**src/rtl/seven_seg_scanner_pkg.sv**
```systemverilog
// Shared definitions for the seven-segment scanner: hex font, blank pattern,
// digit count and the digit index type. Font values are active-high {g,f,e,d,c,b,a}.
package seven_seg_scanner_pkg;

  localparam int NUM_DIGITS = 4;

  typedef logic [1:0] digit_idx_t;

  localparam logic [6:0] SEG_0     = 7'h3F;
  localparam logic [6:0] SEG_1     = 7'h06;
  localparam logic [6:0] SEG_2     = 7'h5B;
  localparam logic [6:0] SEG_3     = 7'h4F;
  localparam logic [6:0] SEG_4     = 7'h66;
  localparam logic [6:0] SEG_5     = 7'h6D;
  localparam logic [6:0] SEG_6     = 7'h7D;
  localparam logic [6:0] SEG_7     = 7'h07;
  localparam logic [6:0] SEG_8     = 7'h7F;
  localparam logic [6:0] SEG_9     = 7'h6F;
  localparam logic [6:0] SEG_A     = 7'h77;
  localparam logic [6:0] SEG_B     = 7'h7C;
  localparam logic [6:0] SEG_C     = 7'h39;
  localparam logic [6:0] SEG_D     = 7'h5E;
  localparam logic [6:0] SEG_E     = 7'h79;
  localparam logic [6:0] SEG_F     = 7'h71;
  localparam logic [6:0] SEG_BLANK = 7'h00;

endpackage

```
**src/rtl/seven_seg_scanner_hex_to_7seg.sv**
```systemverilog
// Combinational hex-to-seven-segment font lookup, active-high {g..a}.
import seven_seg_scanner_pkg::*;

module hex_to_7seg (
  input  logic [3:0] hex,
  output logic [6:0] seg
);

  // Pure lookup; every nibble value has a glyph.
  always_comb begin
    seg = SEG_BLANK;
    case (hex)
      4'h0: seg = SEG_0;
      4'h1: seg = SEG_1;
      4'h2: seg = SEG_2;
      4'h3: seg = SEG_3;
      4'h4: seg = SEG_4;
      4'h5: seg = SEG_5;
      4'h6: seg = SEG_6;
      4'h7: seg = SEG_7;
      4'h8: seg = SEG_8;
      4'h9: seg = SEG_9;
      4'hA: seg = SEG_A;
      4'hB: seg = SEG_B;
      4'hC: seg = SEG_C;
      4'hD: seg = SEG_D;
      4'hE: seg = SEG_E;
      4'hF: seg = SEG_F;
      default: seg = SEG_BLANK;
    endcase
  end

endmodule

```
**src/rtl/seven_seg_scanner.sv**
```systemverilog
// Time-multiplexed driver for a 4-digit seven-segment display.
// One digit advance per rising edge of scan_clk (a level in the clk domain).
// Values are double-buffered: load captures into pending, and pending moves
// into the display registers only at the frame boundary (advance from digit 3),
// so a frame never shows a mix of old and new digits.
//
// load protocol: load is a single-cycle strobe with no back-pressure; every
// cycle it is high, value_in/dp_in are captured into pending and the last
// strobe before a frame boundary wins. A strobe on the boundary cycle itself
// goes straight to the display.
import seven_seg_scanner_pkg::*;

module seven_seg_scanner #(
  parameter bit SEG_ACTIVE_LOW = 1'b1,
  parameter bit AN_ACTIVE_LOW  = 1'b1
) (
  input  logic        clk,
  input  logic        reset,
  input  logic        scan_clk,
  input  logic [15:0] value_in,
  input  logic [3:0]  dp_in,
  input  logic        blank_lz,
  input  logic        load,
  output logic [3:0]  an,
  output logic [6:0]  seg,
  output logic        dp,
  output logic        frame_done
);

  // Output levels meaning "off" for the selected polarities.
  localparam logic [3:0] AN_OFF  = AN_ACTIVE_LOW  ? 4'hF  : 4'h0;
  localparam logic [6:0] SEG_OFF = SEG_ACTIVE_LOW ? 7'h7F : 7'h00;
  localparam logic       DP_OFF  = SEG_ACTIVE_LOW ? 1'b1  : 1'b0;

  logic        scan_prev;
  logic        advance;
  logic        boundary;
  digit_idx_t  idx;
  digit_idx_t  idx_nxt;

  logic [15:0] pend_val;
  logic [3:0]  pend_dp;
  logic [15:0] disp_val;
  logic [3:0]  disp_dp;
  logic [15:0] disp_val_nxt;
  logic [3:0]  disp_dp_nxt;

  logic [3:0]  nibble;
  logic [6:0]  font_seg;
  logic        blanked;
  logic [3:0]  an_on;
  logic [6:0]  seg_on;
  logic        dp_on;

  logic [3:0]  an_q;
  logic [6:0]  seg_q;
  logic        dp_q;
  logic        frame_done_q;

  // Rising-edge detect on scan_clk and the boundary condition.
  always_comb begin
    advance  = scan_clk & ~scan_prev;
    boundary = advance & (idx == digit_idx_t'(NUM_DIGITS - 1));
    idx_nxt  = idx + 2'd1;
  end

  // Display contents as they will stand after this cycle; a load on the
  // boundary cycle bypasses pending so the new frame already carries it.
  always_comb begin
    disp_val_nxt = disp_val;
    disp_dp_nxt  = disp_dp;
    if (boundary) begin
      if (load) begin
        disp_val_nxt = value_in;
        disp_dp_nxt  = dp_in;
      end else begin
        disp_val_nxt = pend_val;
        disp_dp_nxt  = pend_dp;
      end
    end
  end

  // Leading-zero blanking for the digit about to be shown; digit 0 is never blanked.
  always_comb begin
    blanked = 1'b0;
    case (idx_nxt)
      2'd1:    blanked = blank_lz & (disp_val_nxt[15:4]  == 12'h000);
      2'd2:    blanked = blank_lz & (disp_val_nxt[15:8]  == 8'h00);
      2'd3:    blanked = blank_lz & (disp_val_nxt[15:12] == 4'h0);
      default: blanked = 1'b0;
    endcase
  end

  // Select the nibble for the next digit and build active-high drive values.
  always_comb begin
    nibble = disp_val_nxt[{idx_nxt, 2'b00} +: 4];
    an_on  = blanked ? 4'b0000 : (4'b0001 << idx_nxt);
    seg_on = blanked ? SEG_BLANK : font_seg;
    dp_on  = ~blanked & disp_dp_nxt[idx_nxt];
  end

  hex_to_7seg u_font (
    .hex (nibble),
    .seg (font_seg)
  );

  // Edge-detect history and digit index counter.
  always_ff @(posedge clk or posedge reset) begin
    if (reset) begin
      scan_prev <= 1'b0;
      idx       <= '0;
    end else begin
      scan_prev <= scan_clk;
      if (advance) begin
        idx <= idx_nxt;
      end
    end
  end

  // Pending buffer: last load in a frame wins.
  always_ff @(posedge clk or posedge reset) begin
    if (reset) begin
      pend_val <= '0;
      pend_dp  <= '0;
    end else if (load) begin
      pend_val <= value_in;
      pend_dp  <= dp_in;
    end
  end

  // Display buffer: only changes at a frame boundary.
  always_ff @(posedge clk or posedge reset) begin
    if (reset) begin
      disp_val <= '0;
      disp_dp  <= '0;
    end else begin
      disp_val <= disp_val_nxt;
      disp_dp  <= disp_dp_nxt;
    end
  end

  // Registered digit outputs, refreshed one clk after each advance.
  always_ff @(posedge clk or posedge reset) begin
    if (reset) begin
      an_q  <= AN_OFF;
      seg_q <= SEG_OFF;
      dp_q  <= DP_OFF;
    end else if (advance) begin
      an_q  <= AN_ACTIVE_LOW  ? ~an_on  : an_on;
      seg_q <= SEG_ACTIVE_LOW ? ~seg_on : seg_on;
      dp_q  <= SEG_ACTIVE_LOW ? ~dp_on  : dp_on;
    end
  end

  // Single-cycle frame_done pulse following the boundary advance.
  always_ff @(posedge clk or posedge reset) begin
    if (reset) begin
      frame_done_q <= 1'b0;
    end else begin
      frame_done_q <= boundary;
    end
  end

  assign an         = an_q;
  assign seg        = seg_q;
  assign dp         = dp_q;
  assign frame_done = frame_done_q;

endmodule

```
**config.mk**
```make
export PLATFORM = sky130hd
export DESIGN_NAME = seven_seg_scanner
export DESIGN_NICKNAME = d
export VERILOG_FILES = /design/src/rtl/seven_seg_scanner_pkg.sv /design/src/rtl/seven_seg_scanner_hex_to_7seg.sv /design/src/rtl/seven_seg_scanner.sv
export SDC_FILE = /design/constraint.sdc
export NUM_CORES = 1
export LEC_CHECK = 0
export ABC_AREA = 1
export BUFFER_PORTS_ARGS = -buffer_cell sky130_fd_sc_hd__buf_2
export CAP_MARGIN = 20
export CORE_ASPECT_RATIO = 0.8
export CORE_MARGIN = 5
export CORE_UTILIZATION = 62
export CTS_BUF_LIST = sky130_fd_sc_hd__clkbuf_8 sky130_fd_sc_hd__clkbuf_16
export DETAILED_ROUTE_END_ITERATION = 8
export PLACE_DENSITY = 0.83
export SYNTH_ARGS = -nofsm -noshare
export SYNTH_HDL_FRONTEND = slang
export SYNTH_SLANG_ARGS = --single-unit
```
**constraint.sdc**
```tcl
create_clock -name clk -period 7.2 [get_ports clk]
set_clock_uncertainty 0.2 [all_clocks]
set_input_delay 0.36 -clock clk [delete_from_list [all_inputs] [get_ports clk]]
set_output_delay 0.36 -clock clk [all_outputs]
set_load 0.05 [all_outputs]
```
# Word level (Yosys, flattened, before mapping)
# Memory sizes are Yosys's and may differ from the RTL's.
# Cells that the tools add are included.
# classes
add_sub_neg,1
magnitude_cmp,1
eq_ne,4
n_shift,2
mux,9
bitwise_logic,11
n_reduce_logical,3
# op_table
op,n
$mux 16,2
$shiftx 16x5->4,1
$logic_not 12->1,1
$mux 4,3
$logic_not 8->1,1
$mux 7,1
$not 7->7,1
$and 1x1->1,6
$eq 2x2->1 const B,3
$logic_not 4->1,1
$not 4->4,1
$shl 1x2->4 const A,1
$lt 2x3->1 const B,1
$not 1->1,3
$pmux 1 s3,1
$add 2x1->2 const B,1
$bmux 1 s2,1
$eq 2x1->1 const B,1
$mux 1,1
# totals
register_bits,56
mem_bits_ro,112
in_bits,25
elab_cells,42
n_memories,1
# memory_table
name,words,width,rd,rd_ports_with_merged_regs,write_ports,line_no,rtl
(name not given),16,7,1,0,0,seven_seg_scanner_hex_to_7seg.sv:12,case (hex)

# Depth between registers and ports, before layout
# Gate-level depths: netlist of run 1.
# depth
ltp_word,10
mapped_depth,18
ltp_nobuf,17

# Modules after synthesis
# From an unflattened synthesis of run 1, not the netlist that was laid out.
# hier_totals
cells_unflattened,364
hier_area_um2,2830.2
# modules_own_cells
mod,instances,cells_per_inst,area_per_inst_um2,seq_area_each_um2
seven_seg_scanner,1,312,2560.0,1416.4
hex_to_7seg,1,52,270.3,0.0

# Worst setup path before layout of run 1
# OpenSTA, ideal clock, no wires.
# synth_path
path_kind,register to register
startpoint,register idx[0]
endpoint,"register seg_q[1], in the netlist seg[1]"
setup_time_ns,0.076
t_arrival_ns,2.043
required_time_ns,6.924
setup_slack_ns,4.881
stages_incl_launch_ff,14
n_path_buf,2
path_cell_list,dfrtp_1 inv_1 buf_2 ha_1 buf_2 clkinv_1 nand3_1 nand2_2 inv_1 ha_1 nand3_1 nand3_1 nor2_1 nor2_1
# synth_between
word_cells_on_any_way,18
classes_between,add/sub: 1; eq/ne: 4; shift: 1; mux: 3; bitwise: 5; reduce/logical: 3; memory: 1
# synth_lines
element,line_no,rtl
start: declaration,seven_seg_scanner.sv:38,digit_idx_t idx;
start signal: assignment,seven_seg_scanner.sv:115,idx <= idx_nxt;
$add 2x1->2 (*),seven_seg_scanner.sv:64,idx_nxt = idx + 2'd1;
named net idx_nxt[0],seven_seg_scanner.sv:39,digit_idx_t idx_nxt;
"$shiftx 16x5->4, or another cell as far along",seven_seg_scanner.sv:96,"nibble = disp_val_nxt[{idx_nxt, 2'b00} +: 4];"
$mem_v2 16x7 or $pmux 1 s3 (tied branches),n/a,
$mux 7 (*),seven_seg_scanner.sv:98,seg_on = blanked ? SEG_BLANK : font_seg;
$not 7->7 (*),seven_seg_scanner.sv:150,seg_q <= SEG_ACTIVE_LOW ? ~seg_on : seg_on;
end signal: assignment,seven_seg_scanner.sv:150,
end: declaration,seven_seg_scanner.sv:56,logic [6:0] seg_q;
# Mark *: on every way through the listed nets, which the timed path passes. The rest lies on a longest branch.
# A chain may end at the register's enable or synchronous reset.

# Worst setup path after layout of run 1
# Same ends and word-level chain as after synthesis.

==> results of run 1 <==
metal layers:
| metal | vias up | wire, um | global-route usage | share of wire |
|---|---|---|---|---|
| met5 | - | 0 | 0 | 0 |
| met4 | 0 | 85 | 0.0536 | 0.015 |
| met3 | 9 | 233 | 0.0391 | 0.041 |
| met2 | 41 | 2570 | 0.301 | 0.45 |
| met1 | 1065 | 2800 | 0.312 | 0.49 |
| li1 | 1216 | - | - | - |
cell type report:
cell class	count	area (um2)
multi-input combinational	256	1200
tap	60	75.1
fill	406	1360
clock buffer	6	82.6
clock inverter	2	13.8
timing repair buffer	38	193
sequential	56	1420
inverter	59	221
placed cells by master (no fill, tap or decap), types with 2 or more instances in the layout:
cell type    n
nand3_1     36
clkbuf_8     6
dfrtp_1     44
o22ai_1      3
ha_1        10
nand2_4      3
inv_2        4
nand3_2      2
nand2_2      4
buf_2       37
nand2_1    150
o21ai_1      2
nor2_1      26
or2_2        2
inv_1       54
o21ai_0      7
a21oi_1      4
dfstp_2     12
per-stage QoR:
step	hold slack, ps	utilization	total power [uW]	cells
detailed placement	255	0.681	1320	469
finish	13.7	0.702	1510	477
global route	18.8	0.702	1640	477
global placement	253	0.681	1310	469
CTS	21.5	0.702	1510	477
floorplan	191	-	1160	381
tightest hold or removal path: cells and delay by family:
family                 cells  cell delay (ps)
buffers and inverters      3              660
where the power goes:
| group | internal [uW] | switching (uW) |
|---|---|---|
| Combinational | 258 | 593 |
| Clock | 78.9 | 101 |
| Sequential | 433 | 44.7 |
| Total | 770 | 739 |
kinds of logic (layout without fill, tap and decap cells):
| kind of cell | count (synthesis) | after routing | synth area share |
|---|---|---|---|
| buf+inv | 69 | 105 | 0.100 |
| simple gates | 227 | 227 | 0.333 |
| fa+ha+maj | 10 | 10 | 0.0430 |
| xor+xnor | 1 | 1 | 0.00301 |
| compound gates | 18 | 18 | 0.0344 |
| flops | 56 | 56 | 0.486 |
flip-flops by register name, indices dropped and copies added, names as in the netlist:
signal,count
idx,2
seg,7
dp,1
pend_val,16
pend_dp,4
disp_dp,4
scan_prev,1
disp_val,16
frame_done,1
an,4
final timing paths:
path / startpoint / end / slack [ps] / cells after the start
worst max-delay path: idx[0] / seg[1] / 4210 / 11
worst min-delay path: reset / pend_dp[3] / 10 / 3
worst max register to register: idx[0] / seg[1] / 4210 / 11
worst min register to register: pend_dp[3] / pend_dp[3] / 270 / 2
max in group asynchronous: reset / disp_val[7] / 6330 / 3
min in group clk: scan_clk / scan_prev / 30 / 1
==> flow_metrics.py, run 1 <==
metrics = {
    "timing": {
        "relSlewSlack": 0.548,
        "setup_viol": 0,
        "worst_slack_ps": 4210,
        "drv_slew": 0,
        "fin_crit_ps": 2990,
        "rsz0062_at_grt": "false",
        "hold_violations": 0,
        "fmax_mhz": 334,
        "worst_slew_pin_slew_ps": 679,
        "setup_tns_ps": 0,
        "period_share": 0.415,
    },
    "cts": {
        "cts_made_buffers": 5,
        "postCtsSetupRepairBufs": 0,
        "cts_tree": "yes",
        "clkSlewWorstSetupHoldPaths_ps": 100,
        "clk_path_buf_depth": 2,
        "htree_levels": 2,
        "insertion_delay_ps": 310,
        "cts-root-buf": "clkbuf_8",
        "cts_resized": 0,
        "cts_sinks": 56,
        "ctsHoldBuffers": 0,
    },
    "die": {
        "floorplan.initialDensity": 0.637,
        "chipWidth_um": 86.6,
        "coreArea_um2": 4570,
        "die-area_um2": 6180,
        "num_rows": 22,
        "io_pins": 38,
        "die_h_um": 71.3,
    },
    "logic_synthesis": {
        "synth_top_area_cell": "dfrtp_1",
        "ys_ff_latch": 56,
        "yosys-top-cells-area": "dfrtp_1, nand2_1, dfstp_2",
        "yosysTopAreaCellShare": 0.378,
        "syn_area_um2": 2910,
        "ys_top_cells_by_count": "nand2_1, inv_1, dfrtp_1, nand3_1, nor2_1",
        "synth_nets": 416,
        "syn_avg_cell_area_um2": 7.65,
        "ys_types": 28,
        "ys.flop_type": "dfrtp_1",
        "yosys_warnings": 0,
        "synth.most_common_cell": "nand2_1",
        "synthArstFlopShare": 1.00,
        "ys_seq_area_frac": 0.486,
        "synth_edf_count": 0,
        "syn_inst": 381,
    },
    "grt": {
        "grt_use_total": 0.205,
        "grt_max_degree": 57,
        "grt_pass1_wl_mm": 10.1,
        "first_global_vias": 2178,
        "antenna_found_initial": 0,
        "overflow": 0,
    },
    "cells_and_area": {
        "num_antenna_cells": 0,
        "stdcell_area_um2": 3210,
        "nNetsFinal": 451,
        "area_growth_pct": 10.1,
        "layout-drive-gt1-share": 0.182,
    },
    "routing": {
        "ant_nets": 0,
        "drc": 0,
        "routed_wl_mm": 5.69,
        "wl_per_cell_um": 11.9,
        "dr.pass1.iters": 4,
        "drtIter0Drc": 165,
        "vias_per_cell": 4.89,
        "route.vias.total": 2331,
    },
    "placement": {
        "pre_cts_ws_ps": 4280,
        "portBuffers": 37,
        "placed_area_um2": 3110,
        "dp_hpwl_mm": 4.31,
        "gp_congestion": 0.945,
    },
    "critical_path": {
        "path_class": "reg -> reg",
        "path_common_cell": "nand3_1",
        "critPathBufInv": 3,
        "crit_arrival_ps": 3030,
        "crit_path_end_kind": "register",
        "startpoint_type": "register",
        "slowest_delay_ps": 610,
        "crit_chain": "inv_1 -> ha_1 -> clkinv_1 -> nand3_1 -> nand2_2 -> inv_1 -> ha_1 -> nand3_1 -> nand3_1 -> nor2_1 -> nor2_1",
        "worst_path_max_delay_cell": "dfrtp_1",
        "crit_family": "adder cells",
        "required_ps": 7240,
        "crit_fanout": 13,
    },
    "run": {
        "cap_violations": 0,
    },
    "hold_path": {
        "hold_class": "in -> async",
    },
    "power_and_ir_drop": {
        "vdd_drop_max_uv": 329,
        "power-per-cell-area_nw_per_um2": 470,
        "p_leak_uw": 0.00182,
    },
    "outcome": {
        "outcome": "completed",
    },
}
Power figures use the tool's default switching activity.
==> inputs of run 2 (changes only) <==
ABC_AREA = 0   (was 1)
CORE_UTILIZATION = 58   (was 62)
PLACE_DENSITY = 0.78   (was 0.83)
clock period = 3 ns   (was 7.2 ns; I/O delays follow)
==> flow_metrics.py, run 2 <==
metrics = {
    "timing": {
        "rsz0062_at_grt": "true",
        "hold_violations": 0,
        "worst_slack_ps": -20.6,
        "period_share": 1.01,
        "drv_slew": 0,
        "relSlewSlack": 0.649,
        "whs_ps": 60.2,
        "worst_slew_pin_slew_ps": 521,
        "fmax_mhz": 331,
        "setup_viol": 1,
        "fin_crit_ps": 3020,
    },
    "logic_synthesis": {
        "synth_top_area_cell": "dfrtp_1",
        "ys_seq_area_frac": 0.468,
        "synth_edf_count": 0,
        "ys_ff_latch": 56,
        "syn_area_um2": 3020,
        "synthArstFlopShare": 1.00,
        "yosysTopAreaCellShare": 0.364,
        "synth.most_common_cell": "dfrtp_1",
        "yosys-top-cells-area": "dfrtp_1, dfstp_2, mux2_2",
        "synth_nets": 298,
        "syn_inst": 263,
        "ys_types": 50,
        "yosys_warnings": 0,
        "syn_avg_cell_area_um2": 11.5,
        "ys_top_cells_by_count": "dfrtp_1, nand2_1, mux2_2, nor2_1",
        "ys.flop_type": "dfrtp_1",
    },
    "grt": {
        "first_global_vias": 2448,
        "antenna_found_initial": 0,
        "grt_max_degree": 49,
        "grt_use_total": 0.224,
        "grt_pass1_wl_mm": 12.0,
        "overflow": 0,
    },
    "cells_and_area": {
        "final_common_cell": "dfrtp_1",
        "n_fill_cell": 330,
        "num_antenna_cells": 0,
        "final_util": 0.760,
        "final_cell_mix": "dfrtp_1, nand2_1, buf_2",
        "layout-drive-gt1-share": 0.415,
        "nNetsFinal": 374,
        "area_growth_pct": 26.5,
    },
    "cts": {
        "insertion_delay_ps": 310,
        "cts_sinks": 56,
        "cts_tree": "yes",
        "clkSlewWorstSetupHoldPaths_ps": 100,
        "htree_levels": 2,
        "cts_made_buffers": 5,
        "cts-root-buf": "clkbuf_8",
        "clk_path_buf_depth": 2,
    },
    "placement": {
        "dp_hpwl_mm": 4.73,
        "pre_cts_ws_ps": -97.7,
        "portBuffers": 37,
        "gp_congestion": 0.930,
    },
    "power_and_ir_drop": {
        "power-per-cell-area_nw_per_um2": 1260,
        "p_leak_uw": 0.00176,
        "vdd_drop_max_uv": 769,
    },
    "critical_path": {
        "required_ps": 3040,
        "crit_path_end_kind": "register",
        "path_common_cell": "ha_4",
        "path_class": "reg -> reg",
        "slowest_delay_ps": 450,
        "crit_chain": "ha_4 -> nand3b_4 -> clkinvlp_4 -> mux2_4 -> mux2_2 -> mux2i_4 -> buf_4 -> ha_4 -> inv_1 -> a31oi_1 -> o21ai_2 -> o211ai_1 -> o311ai_2 -> a21oi_1",
        "crit_arrival_ps": 3060,
        "crit_family": "multiplexers",
        "startpoint_type": "register",
        "crit_fanout": 7,
        "cp-startpoint": "idx[0]",
        "r2r-start": "idx[0]",
        "critPathBufInv": 3,
        "worst_path_max_delay_cell": "dfrtp_1",
    },
    "routing": {
        "drc": 0,
        "wl_per_cell_um": 17.9,
        "vias_per_cell": 5.75,
        "ant_nets": 0,
        "dr.pass1.iters": 4,
        "routed_wl_mm": 7.20,
        "drtIter0Drc": 177,
        "route.vias.total": 2310,
    },
    "die": {
        "io_pins": 38,
        "num_rows": 23,
        "chipWidth_um": 90.7,
        "die_h_um": 74.6,
        "floorplan.initialDensity": 0.600,
        "die-area_um2": 6770,
        "coreArea_um2": 5040,
    },
    "hold_path": {
        "hold_class": "in -> async",
    },
    "outcome": {
        "violations": "setup timing",
        "outcome": "finished, violations left",
    },
    "run": {
        "cap_violations": 0,
    },
}
## run 2: power by group
part,total [uW],leakage [uW],internal [uW],switching [uW]
Combinational,3170,0.00105,1420,1750
Clock,423,0.0000538,182,240
Sequential,1220,0.000658,1060,159
## run 2: logic make-up after synthesis
logic type / share of synthesized area
AND/OR/NAND/NOR: 0.114
flip-flops: 0.468
XOR/XNOR: 0.00290
multiplexers: 0.219
buffers and inverters: 0.0463
adder cells (fa/ha/maj): 0.0414
AO/OA/AOI/OAI: 0.108
## run 2: per-layer routing
metal	track usage	wire length (um)
met4	0.0876	213
met1	0.301	3080
met2	0.368	3550
met5	0	0
met3	0.0374	351
## run 2: path summary, 6_finish.rpt
check                      slack [ps]  cells after the start     endpoint
max reg2reg                       -20                     14       seg[0]
min                                60                      3  pend_val[2]
min in group clk                  130                      3  pend_val[6]
max                               -20                     14       seg[0]
max in group asynchronous        1820                      5       seg[0]
min reg2reg                       290                      2   pend_dp[3]
## run 2: layout make-up
class | instances | area [um2] | share of cell area
Multi-Input combinational cell | 178 | 1530 | 0.401
Inverter | 14 | 73.8 | 0.0193
Sequential cell | 56 | 1420 | 0.370
Tap cell | 62 | 77.6 | 0.0203
Clock inverter | 2 | 7.51 | 0.00196
Timing Repair Buffer | 84 | 633 | 0.166
Clock buffer | 6 | 82.6 | 0.0216
## run 2: through the flow
stage / total power [uW] / setup TNS, ps / std cells / cell area (um2)
6_report: 4820 / -20.6 / 402 / 3820
5_1_grt: 5100 / -224 / 402 / 3820
4_1_cts: 4610 / 0 / 399 / 3750
3_5_place_dp: 4040 / -178 / 368 / 3400
3_3_place_gp: 3970 / 0 / 368 / 3400
2_1_floorplan: 3400 / -255 / 263 / 3080
## run 2: repair_timing
| item | in CTS | in global routing |
|---|---|---|
| setup buffers | 1 | 2 |
| hold buffers | 22 | 0 |
| endpoints found under the setup margin | 3 | 4 |
| gates resized for setup | 5 | 11 |
| pin swaps | 0 | 8 |
| hold endpoints to repair | 68 | 0 |
## run 2: tightest hold or removal path: cells and delay by family
family	cells	cell delay, ps
buf+inv	3	780
==> inputs of run 3 (changes only) <==
CORE_MARGIN = 3   (was 5)
MAX_ROUTING_LAYER = met4   (was not set)
==> flow_metrics.py, run 3 (synthesized netlist as in run 2, its figures left out) <==
metrics = {
    "cells_and_area": {
        "n_fill_cell": 269,
        "layout-drive-gt1-share": 0.435,
        "num_antenna_cells": 0,
        "multi_input_area_um2": 1550,
        "final_common_cell": "dfrtp_1",
        "final_cell_mix": "dfrtp_1, nand2_1, buf_2",
        "stdcell_count": 405,
        "area_growth_pct": 29.9,
        "seq_area_um2": 1420,
        "nNetsFinal": 379,
        "stdcell_area_um2": 3930,
    },
    "critical_path": {
        "crit_fanout": 7,
        "required_ps": 3050,
        "crit_arrival_ps": 3090,
        "path_class": "reg -> reg",
        "critPathBufInv": 1,
        "crit_chain": "ha_2 -> nand3b_4 -> clkinvlp_4 -> mux2_4 -> mux2_4 -> mux2i_4 -> ha_1 -> a211oi_2 -> a211oi_2 -> o32a_1",
        "rrSetupSlack_ps": -30,
        "crit_path_end_kind": "register",
        "crit_family": "multiplexers",
        "rr_worst_depth": 10,
        "r2r-start": "idx[0]",
        "slowest_delay_ps": 410,
        "worst_path_max_delay_cell": "dfrtp_1",
        "startpoint_type": "register",
        "r2r_end": "seg[1]",
        "cp_num_cells": 10,
    },
    "outcome": {
        "violations": "setup timing",
        "outcome": "finished, violations left",
    },
    "power_and_ir_drop": {
        "power-per-cell-area_nw_per_um2": 1290,
        "switching_share": 0.445,
        "pwr-share-comb": 0.656,
        "p_seq_frac": 0.239,
        "switchingPower_uw": 2260,
        "power.internal_uw": 2820,
        "clockPowerShare": 0.105,
        "vdd_drop_max_uv": 875,
        "p_leak_uw": 0.00180,
        "total_power_uw": 5080,
    },
    "grt": {
        "grt_max_degree": 50,
        "grt_use_total": 0.264,
        "first_global_vias": 2457,
        "antenna_found_initial": 0,
        "overflow": 0,
        "grt_pass1_wl_mm": 12.1,
    },
    "cts": {
        "insertion_delay_ps": 320,
        "cts_made_buffers": 5,
        "clkSlewWorstSetupHoldPaths_ps": 100,
        "cts-root-buf": "clkbuf_8",
        "cts_sinks": 56,
        "clk_path_buf_depth": 2,
        "cts_tree": "yes",
        "htree_levels": 2,
    },
    "timing": {
        "fmax_mhz": 330,
        "hold_violations": 0,
        "drv_slew": 0,
        "period_share": 1.01,
        "setup_viol": 2,
        "rsz0062_at_grt": "true",
        "setup_tns_ps": -54.5,
        "fin_crit_ps": 3030,
        "worst_slack_ps": -33.8,
        "relSlewSlack": 0.624,
        "worst_slew_pin_slew_ps": 562,
    },
    "die": {
        "io_pins": 38,
        "die_h_um": 70.6,
        "floorplan.initialDensity": 0.628,
        "die-area_um2": 6120,
        "coreArea_um2": 4820,
        "chipWidth_um": 86.7,
        "num_rows": 22,
    },
    "placement": {
        "placed_area_um2": 3380,
        "gp_congestion": 0.894,
        "dp_hpwl_mm": 4.98,
        "portBuffers": 37,
        "dp_cells": 365,
    },
    "routing": {
        "route.vias.total": 2364,
        "vias_per_cell": 5.84,
        "ant_nets": 0,
        "drc": 0,
        "drtIter0Drc": 174,
        "dr.pass1.iters": 4,
        "wl_per_cell_um": 19.0,
        "routed_wl_mm": 7.71,
    },
    "hold_path": {
        "hold_class": "in -> async",
    },
    "run": {
        "cap_violations": 0,
    },
}
[run 3: worst max path at each step]
| stage | from | to | slack [ps] |
|---|---|---|---|
| after CTS | idx[0] | seg[0] | 8 |
| after detailed placement | idx[0] | seg[0] | -60 |
| after global routing | idx[1] | seg[5] | -130 |
| after floorplan | idx[0] | seg[0] | -180 |
| final | idx[0] | seg[1] | -30 |
| after global placement | idx[0] | seg[5] | 40 |
[run 3: timing repair]
action	CTS	global route
endpoints found under the setup margin	4	6
gates cloned	0	1
pin swaps	0	5
hold buffers	22	0
resized for setup	4	17
buffers inserted	1	7
endpoints found under the hold margin	71	0
[run 3: worst min-delay path, delay by kind of cell]
kind | cells | cell delay, ps
buffers and inverters | 3 | 770
[run 3: power groups by stage]
| stage | registers, uW | logic [uW] | clock network, uW |
|---|---|---|---|
| 3_3_place_gp | 1200 | 2790 | 0 |
| 2_1_floorplan | 1470 | 1930 | 0 |
| 4_1_cts | 1200 | 2920 | 534 |
| 3_5_place_dp | 1210 | 2830 | 0 |
| 6_report | 1220 | 3330 | 531 |
| 5_1_grt | 1240 | 3550 | 564 |
[run 3: area by class of cell]
class,instances,area share
multi-input combinational,178,0.395
clock buffer,6,0.0210
tap,60,0.0191
clock inverter,2,0.00987
inverter,14,0.0188
sequential,56,0.361
timing repair buffer,89,0.175
[run 3: metal layers]
| metal | vias up | GRT usage | share of wire |
|---|---|---|---|
| li1 | 1089 | - | - |
| met1 | 1139 | 0.353 | 0.43 |
| met2 | 103 | 0.393 | 0.46 |
| met3 | 33 | 0.0582 | 0.066 |
| met4 | 0 | 0.109 | 0.041 |
| met5 | - | - | 0 |
[run 3: stage by stage]
step                setup slack (ps)  hold WS (ps)  utilization
floorplan                       -176         -18.6            -
global placement                43.3           130        0.702
detailed placement             -61.4           142        0.702
CTS                             7.80           120        0.778
global route                    -129          48.4        0.816
finish                         -33.8          39.6        0.816
